<file path="config.mk">
export PLATFORM = sky130hd
export DESIGN_NAME = ball_tick_sync_flat
export DESIGN_NICKNAME = d
export VERILOG_FILES = /design/src/rtl/ball_tick_sync_if.sv /design/src/rtl/ball_tick_sync.sv /design/src/flat_wrapper.sv
export SDC_FILE = /design/constraint.sdc
export NUM_CORES = 1
export LEC_CHECK = 0
export CORE_MARGIN = 3
export CORE_UTILIZATION = 50
export DETAILED_ROUTE_END_ITERATION = 10
export HOLD_SLACK_MARGIN = 0.02
export PLACE_DENSITY = 0.76
export RECOVER_POWER = 100
export SYNTH_ARGS = -nofsm -noshare
export SYNTH_HDL_FRONTEND = slang
export SYNTH_SLANG_ARGS = --single-unit
</file>
<file path="constraint.sdc">
create_clock -name clk_50MHz -period 6 [get_ports clk_50MHz]
set_input_delay 0.9 -clock clk_50MHz [delete_from_list [all_inputs] [get_ports clk_50MHz]]
set_output_delay 0.9 -clock clk_50MHz [all_outputs]
set_load 0.1 [all_outputs]
</file>
<file path="src/rtl/ball_tick_sync_if.sv">
// ball_tick_sync_if: refresh-clock sampler bundle.
//   clk_in, timeout        -> into the sampler (master drives)
//   tick, tick_fall,
//   period, period_valid,
//   stalled                <- out of the sampler (slave drives)
interface ball_tick_sync_if #(parameter int CNT_W = 22);
  logic             clk_in;
  logic [CNT_W-1:0] timeout;
  logic             tick;
  logic             tick_fall;
  logic [CNT_W-1:0] period;
  logic             period_valid;
  logic             stalled;
  modport master (output clk_in, timeout, input tick, tick_fall, period, period_valid, stalled);
  modport slave  (input clk_in, timeout, output tick, tick_fall, period, period_valid, stalled);
endinterface

</file>
<file path="src/rtl/ball_tick_sync.sv">
// ball_tick_sync: resample divided refresh clock into clk_50MHz, tick per edge, period/stall monitor.
//   clk_50MHz, reset (async, active-high) plain ports; everything else on bus (slave modport).
//   Optional macro BALL_TICK_FALL_EN adds the falling-edge tick; otherwise tick_fall is tied 0.
module ball_tick_sync #(parameter int CNT_W = 22) (
  input  logic             clk_50MHz,
  input  logic             reset,
  ball_tick_sync_if.slave  bus
);
  typedef enum logic [1:0] {IDLE, MEASURE, STALL} state_t;
  state_t           state_q, state_d;
  logic [2:0]       sync_q, sync_d;
  logic [CNT_W-1:0] cnt_q, cnt_d, period_q, period_d, cnt_inc;
  logic             tick_q, tick_d, valid_q, valid_d, stalled_q, stalled_d;
  logic             rise, hit;
  always_comb begin
    sync_d    = {sync_q[1:0], bus.clk_in};
    rise      = sync_q[1] & ~sync_q[2];
    tick_d    = rise;
    cnt_inc   = &cnt_q ? cnt_q : cnt_q + 1'b1;
    // equality-only compare: a timeout lowered below cnt never fires until cnt restarts
    hit       = (bus.timeout != '0) && (cnt_q == bus.timeout);
    state_d   = state_q;
    cnt_d     = cnt_inc;
    period_d  = period_q;
    valid_d   = valid_q;
    stalled_d = stalled_q;
    case (state_q)
      IDLE: begin
        state_d = rise ? MEASURE : IDLE;
        cnt_d   = rise ? CNT_W'(1) : cnt_inc;
      end
      MEASURE: begin
        cnt_d     = rise ? CNT_W'(1) : cnt_inc;
        period_d  = rise ? cnt_q : period_q;
        valid_d   = rise | (valid_q & ~hit);
        stalled_d = ~rise & hit;
        state_d   = (~rise & hit) ? STALL : MEASURE;
      end
      STALL: begin
        // first edge after a stall only restarts the measurement
        cnt_d     = rise ? CNT_W'(1) : cnt_q;
        stalled_d = ~rise;
        state_d   = rise ? MEASURE : STALL;
      end
      default: state_d = IDLE;
    endcase
  end
  always_ff @(posedge clk_50MHz or posedge reset)
    if (reset) begin
      sync_q    <= '0;
      state_q   <= IDLE;
      cnt_q     <= '0;
      period_q  <= '0;
      tick_q    <= 1'b0;
      valid_q   <= 1'b0;
      stalled_q <= 1'b0;
    end else begin
      sync_q    <= sync_d;
      state_q   <= state_d;
      cnt_q     <= cnt_d;
      period_q  <= period_d;
      tick_q    <= tick_d;
      valid_q   <= valid_d;
      stalled_q <= stalled_d;
    end
`ifdef BALL_TICK_FALL_EN
  logic fall_q, fall_d;
  always_comb fall_d = ~sync_q[1] & sync_q[2];
  always_ff @(posedge clk_50MHz or posedge reset)
    if (reset) fall_q <= 1'b0;
    else fall_q <= fall_d;
  assign bus.tick_fall = fall_q;
`else
  assign bus.tick_fall = 1'b0;
`endif
  assign bus.tick         = tick_q;
  assign bus.period       = period_q;
  assign bus.period_valid = valid_q;
  assign bus.stalled      = stalled_q;
endmodule

</file>
<file path="src/flat_wrapper.sv">
// flat-port wrapper written by rule: the top's interface ports become plain ports
module ball_tick_sync_flat 
#(parameter int CNT_W = 22)
  (clk_50MHz, reset, bus_clk_in, bus_timeout, bus_tick, bus_tick_fall, bus_period, bus_period_valid, bus_stalled);
  ball_tick_sync_if #(.CNT_W(CNT_W)) bus_i ();
  input  logic clk_50MHz;
  input  logic reset;
  input wire logic [$bits(bus_i.clk_in)-1:0] bus_clk_in;
  input wire logic [$bits(bus_i.timeout)-1:0] bus_timeout;
  output wire logic [$bits(bus_i.tick)-1:0] bus_tick;
  output wire logic [$bits(bus_i.tick_fall)-1:0] bus_tick_fall;
  output wire logic [$bits(bus_i.period)-1:0] bus_period;
  output wire logic [$bits(bus_i.period_valid)-1:0] bus_period_valid;
  output wire logic [$bits(bus_i.stalled)-1:0] bus_stalled;
  assign bus_i.clk_in = bus_clk_in;
  assign bus_i.timeout = bus_timeout;
  assign bus_tick = bus_i.tick;
  assign bus_tick_fall = bus_i.tick_fall;
  assign bus_period = bus_i.period;
  assign bus_period_valid = bus_i.period_valid;
  assign bus_stalled = bus_i.stalled;
  ball_tick_sync #(.CNT_W(CNT_W)) u_core (.clk_50MHz(clk_50MHz), .reset(reset), .bus(bus_i));
endmodule
</file>
==> out/metrics.cfg <==
[cells_and_area]
layout-drive-gt1-share=0.109
num_antenna_cells=0
fin_nets=332
finalNonFillerCells=373
area_growth_pct=18.8

[critical_path]
reg2reg_depth=7
critPathMaxFanout=2
arrival_ns=1.88
cp.required_ns=5.10
endpoint_kind=output port
critPathBufInv=1
crit_path_start_kind=flop
worst-setup-path-type=reg -> out
cp_cell_sequence=dlygate4sd3_1
cp_num_cells=1
crit_path_max_incr_delay_ns=1.21
critPathTopFamily=buffers and inverters
slowest_stage=dlygate4sd3_1

[sta]
grt_setup_unrepaired=false
finalSetupViolCount=0
skew_ns=0.00747
setup-tns-final_ns=0
drv_slew=53
hold_violations=0
fin_crit_sh=0.463
relSlewSlack=-0.288
post-route-min-period_ns=2.78
fmax_ghz=0.360
worst_slew_pin_slew_ns=1.93

[clock_network]
holdBufCountCts=0
cts_buffers=5
cts_setup_buffers=0
cts_max_level=2
cts_max_path_buffers=2
clk_pin_slew_ns=0.09
clk_latency_ns=0.30
cts.sinks=52
cts_tree=built
cts-root-buf=clkbuf_8
post_cts_resize_count=0

[die]
num_rows=26
die_y_um=81.1
start_util=0.535
fp.dieArea_mm2=0.00657
core_mm2=0.00527
die_w_um=81.1
io_pins=51

[run_status]
outcome=finished, violations left
violations=max-capacitance violations, max-slew violations

[power]
combPwrFrac=0.251
swShare=0.343
p_int_w=0.000523
p_switching_w=0.000274
pwr-share-seq=0.493
p_leak_nw=1.53
ir_worst_vdd_mv=0.241
pwr-share-clk=0.256
power.density_mw_per_mm2=238

[synth]
postSynthNetCount=293
syn_avg_cell_area_um2=10.7
async_flop_share=1.00
yosys_most_used_dff=dfrtp_1
ys_warn_count=0
synth_cells=263
synth_edf_count=0
synth_cell_type_count=49
ys_ff_latch=52
synth_seq_area_share=0.462
syn_area_mm2=0.00282

[worst_hold_path]
hold_class=reg -> reg
hold_depth=0

[global_routing]
grt_start_max_net_pins=53
grt_util_all_layers=0.212
grt_antenna_before_repair=0
grt_pass1_wl_um=10700
grt_pass1_vias=2112
overflow=0

[drt]
wl_per_cell_um=16.9
via_count=2131
ant_nets=0
initialDrtViolationCount=187
firstDrtPassIters=4
wl_um=6320
post_drt_via_cell_ratio=5.71
drt_drc_violations_left=0

[place]
io_buffers=49
place_inst=365
dp_hpwl_um=4650
gp_congestion=0.910

[flow_run]
drv_cap=1

-- path summary, 6_finish.rpt --
| check | from | end | slack (ns) |
|---|---|---|---|
| setup / recovery | u_core.bus.stalled | bus_stalled | 3.22 |
| hold / removal | u_core.sync_q[0] | u_core.sync_q[1] | 0.36 |
| setup reg to reg | u_core.sync_q[2] | u_core.cnt_q[12] | 3.43 |
| hold reg to reg | u_core.sync_q[0] | u_core.sync_q[1] | 0.36 |
| max in group asynchronous | reset | u_core.bus.period[20] | 3.23 |
| min in group asynchronous | reset | u_core.cnt_q[12] | 1.67 |
-- area by class of cell --
| cell class | count | area [um2] |
|---|---|---|
| multi-input cells | 186 | 1350 |
| clock buffers | 8 | 90.1 |
| repair buffers | 50 | 494 |
| well taps | 70 | 87.6 |
| flip-flops and latches | 52 | 1300 |
| fillers | 465 | 1920 |
| inverters | 7 | 26.3 |
-- cell usage after synthesis, types with 3 or more instances --
| cell type | number | area [um2] |
|---|---|---|
| o21ai_1 | 4 | 20.0 |
| a211oi_1 | 4 | 30.0 |
| xnor2_1 | 11 | 96.3 |
| nor4_1 | 11 | 68.8 |
| dfrtp_1 | 52 | 1300 |
| xor2_1 | 27 | 236 |
| clkbuf_1 | 5 | 18.8 |
| o21ai_0 | 5 | 25.0 |
| o2111ai_1 | 3 | 26.3 |
| o22ai_1 | 3 | 18.8 |
| nand4_1 | 7 | 43.8 |
| a21oi_1 | 6 | 30.0 |
| nand3_1 | 8 | 40.0 |
| nor3_1 | 3 | 15.0 |
| ha_1 | 5 | 62.6 |
| mux2_2 | 20 | 225 |
| inv_1 | 7 | 26.3 |
| nor2_1 | 24 | 90.1 |
| buf_2 | 7 | 35.0 |
| nand2_1 | 10 | 37.5 |
| or4_1 | 3 | 22.5 |
-- routing by layer --
metal	track usage	vias to the layer above	share of wire
met5	0	-	0
met4	0.0760	0	0.019
met3	0.0410	8	0.061
met2	0.325	81	0.47
met1	0.299	1033	0.45
li1	-	1009	-
-- cells in the final DEF (no fill, tap or decap), types with 4 or more instances in the layout --
cell type,instances
nand4_1,8
nor2_1,25
clkdlybuf4s50_1,21
dfrtp_1,52
ha_1,5
o21ai_0,6
nand2_1,10
xor2_1,27
clkbuf_8,6
dlygate4sd3_1,28
nand3_1,8
a21oi_1,6
inv_1,7
nor4_1,14
xnor2_1,11
mux2_2,20
a211oi_1,4
-- metrics by stage --
stage | util | cell area, um2 | worst slack (ns) | power, W | hold slack (ns)
3_3_place_gp | 0.627 | 3310 | 3.38 | 0.000604 | 0.335
3_5_place_dp | 0.627 | 3310 | 3.38 | 0.000607 | 0.340
6_report | 0.635 | 3350 | 3.22 | 0.000797 | 0.357
2_1_floorplan | - | 2820 | 3.84 | 0.000546 | 0.331
5_1_grt | 0.635 | 3350 | 2.81 | 0.000835 | 0.378
4_1_cts | 0.645 | 3400 | 3.28 | 0.000811 | 0.360
-- cell families (layout without fill, tap and decap cells) --
group / count (synthesis) / count (layout) / synth area share
other cells: 1 / 1 / 0.00133
fa+ha+maj: 5 / 5 / 0.0222
simple gates: 83 / 83 / 0.178
compound gates: 37 / 37 / 0.0883
mux: 22 / 22 / 0.0870
buf+inv: 25 / 65 / 0.0439
xor+xnor: 38 / 38 / 0.118
flops: 52 / 52 / 0.462
-- flip-flops by register name, summed over array words and instances (netlist names) --
| name | cells |
|---|---|
| u_core.bus.tick | 1 |
| u_core.state_q | 2 |
| u_core.bus.stalled | 1 |
| u_core.sync_q | 3 |
| u_core.bus.period_valid | 1 |
| u_core.cnt_q | 22 |
| u_core.bus.period | 22 |
-- power by group through the flow --
stage / Sequential [W] / Clock, W / Combinational, W
floorplan: 0.000466 / 0 / 0.0000804
global placement: 0.000400 / 0 / 0.000205
detailed placement: 0.000401 / 0 / 0.000206
CTS: 0.000394 / 0.000211 / 0.000207
global route: 0.000396 / 0.000226 / 0.000214
finish: 0.000393 / 0.000204 / 0.000200
-- worst reg2reg max path, stage by stage (launching register included) --
cell,delay [ns]
dfrtp_1,0.37
nand2b_1,0.31
inv_1,0.26
o21bai_1,0.20
nor2_1,0.64
clkbuf_1,0.44
or2_2,0.19
mux2i_1,0.06
Note: power is estimated with default switching activity, not from simulation.
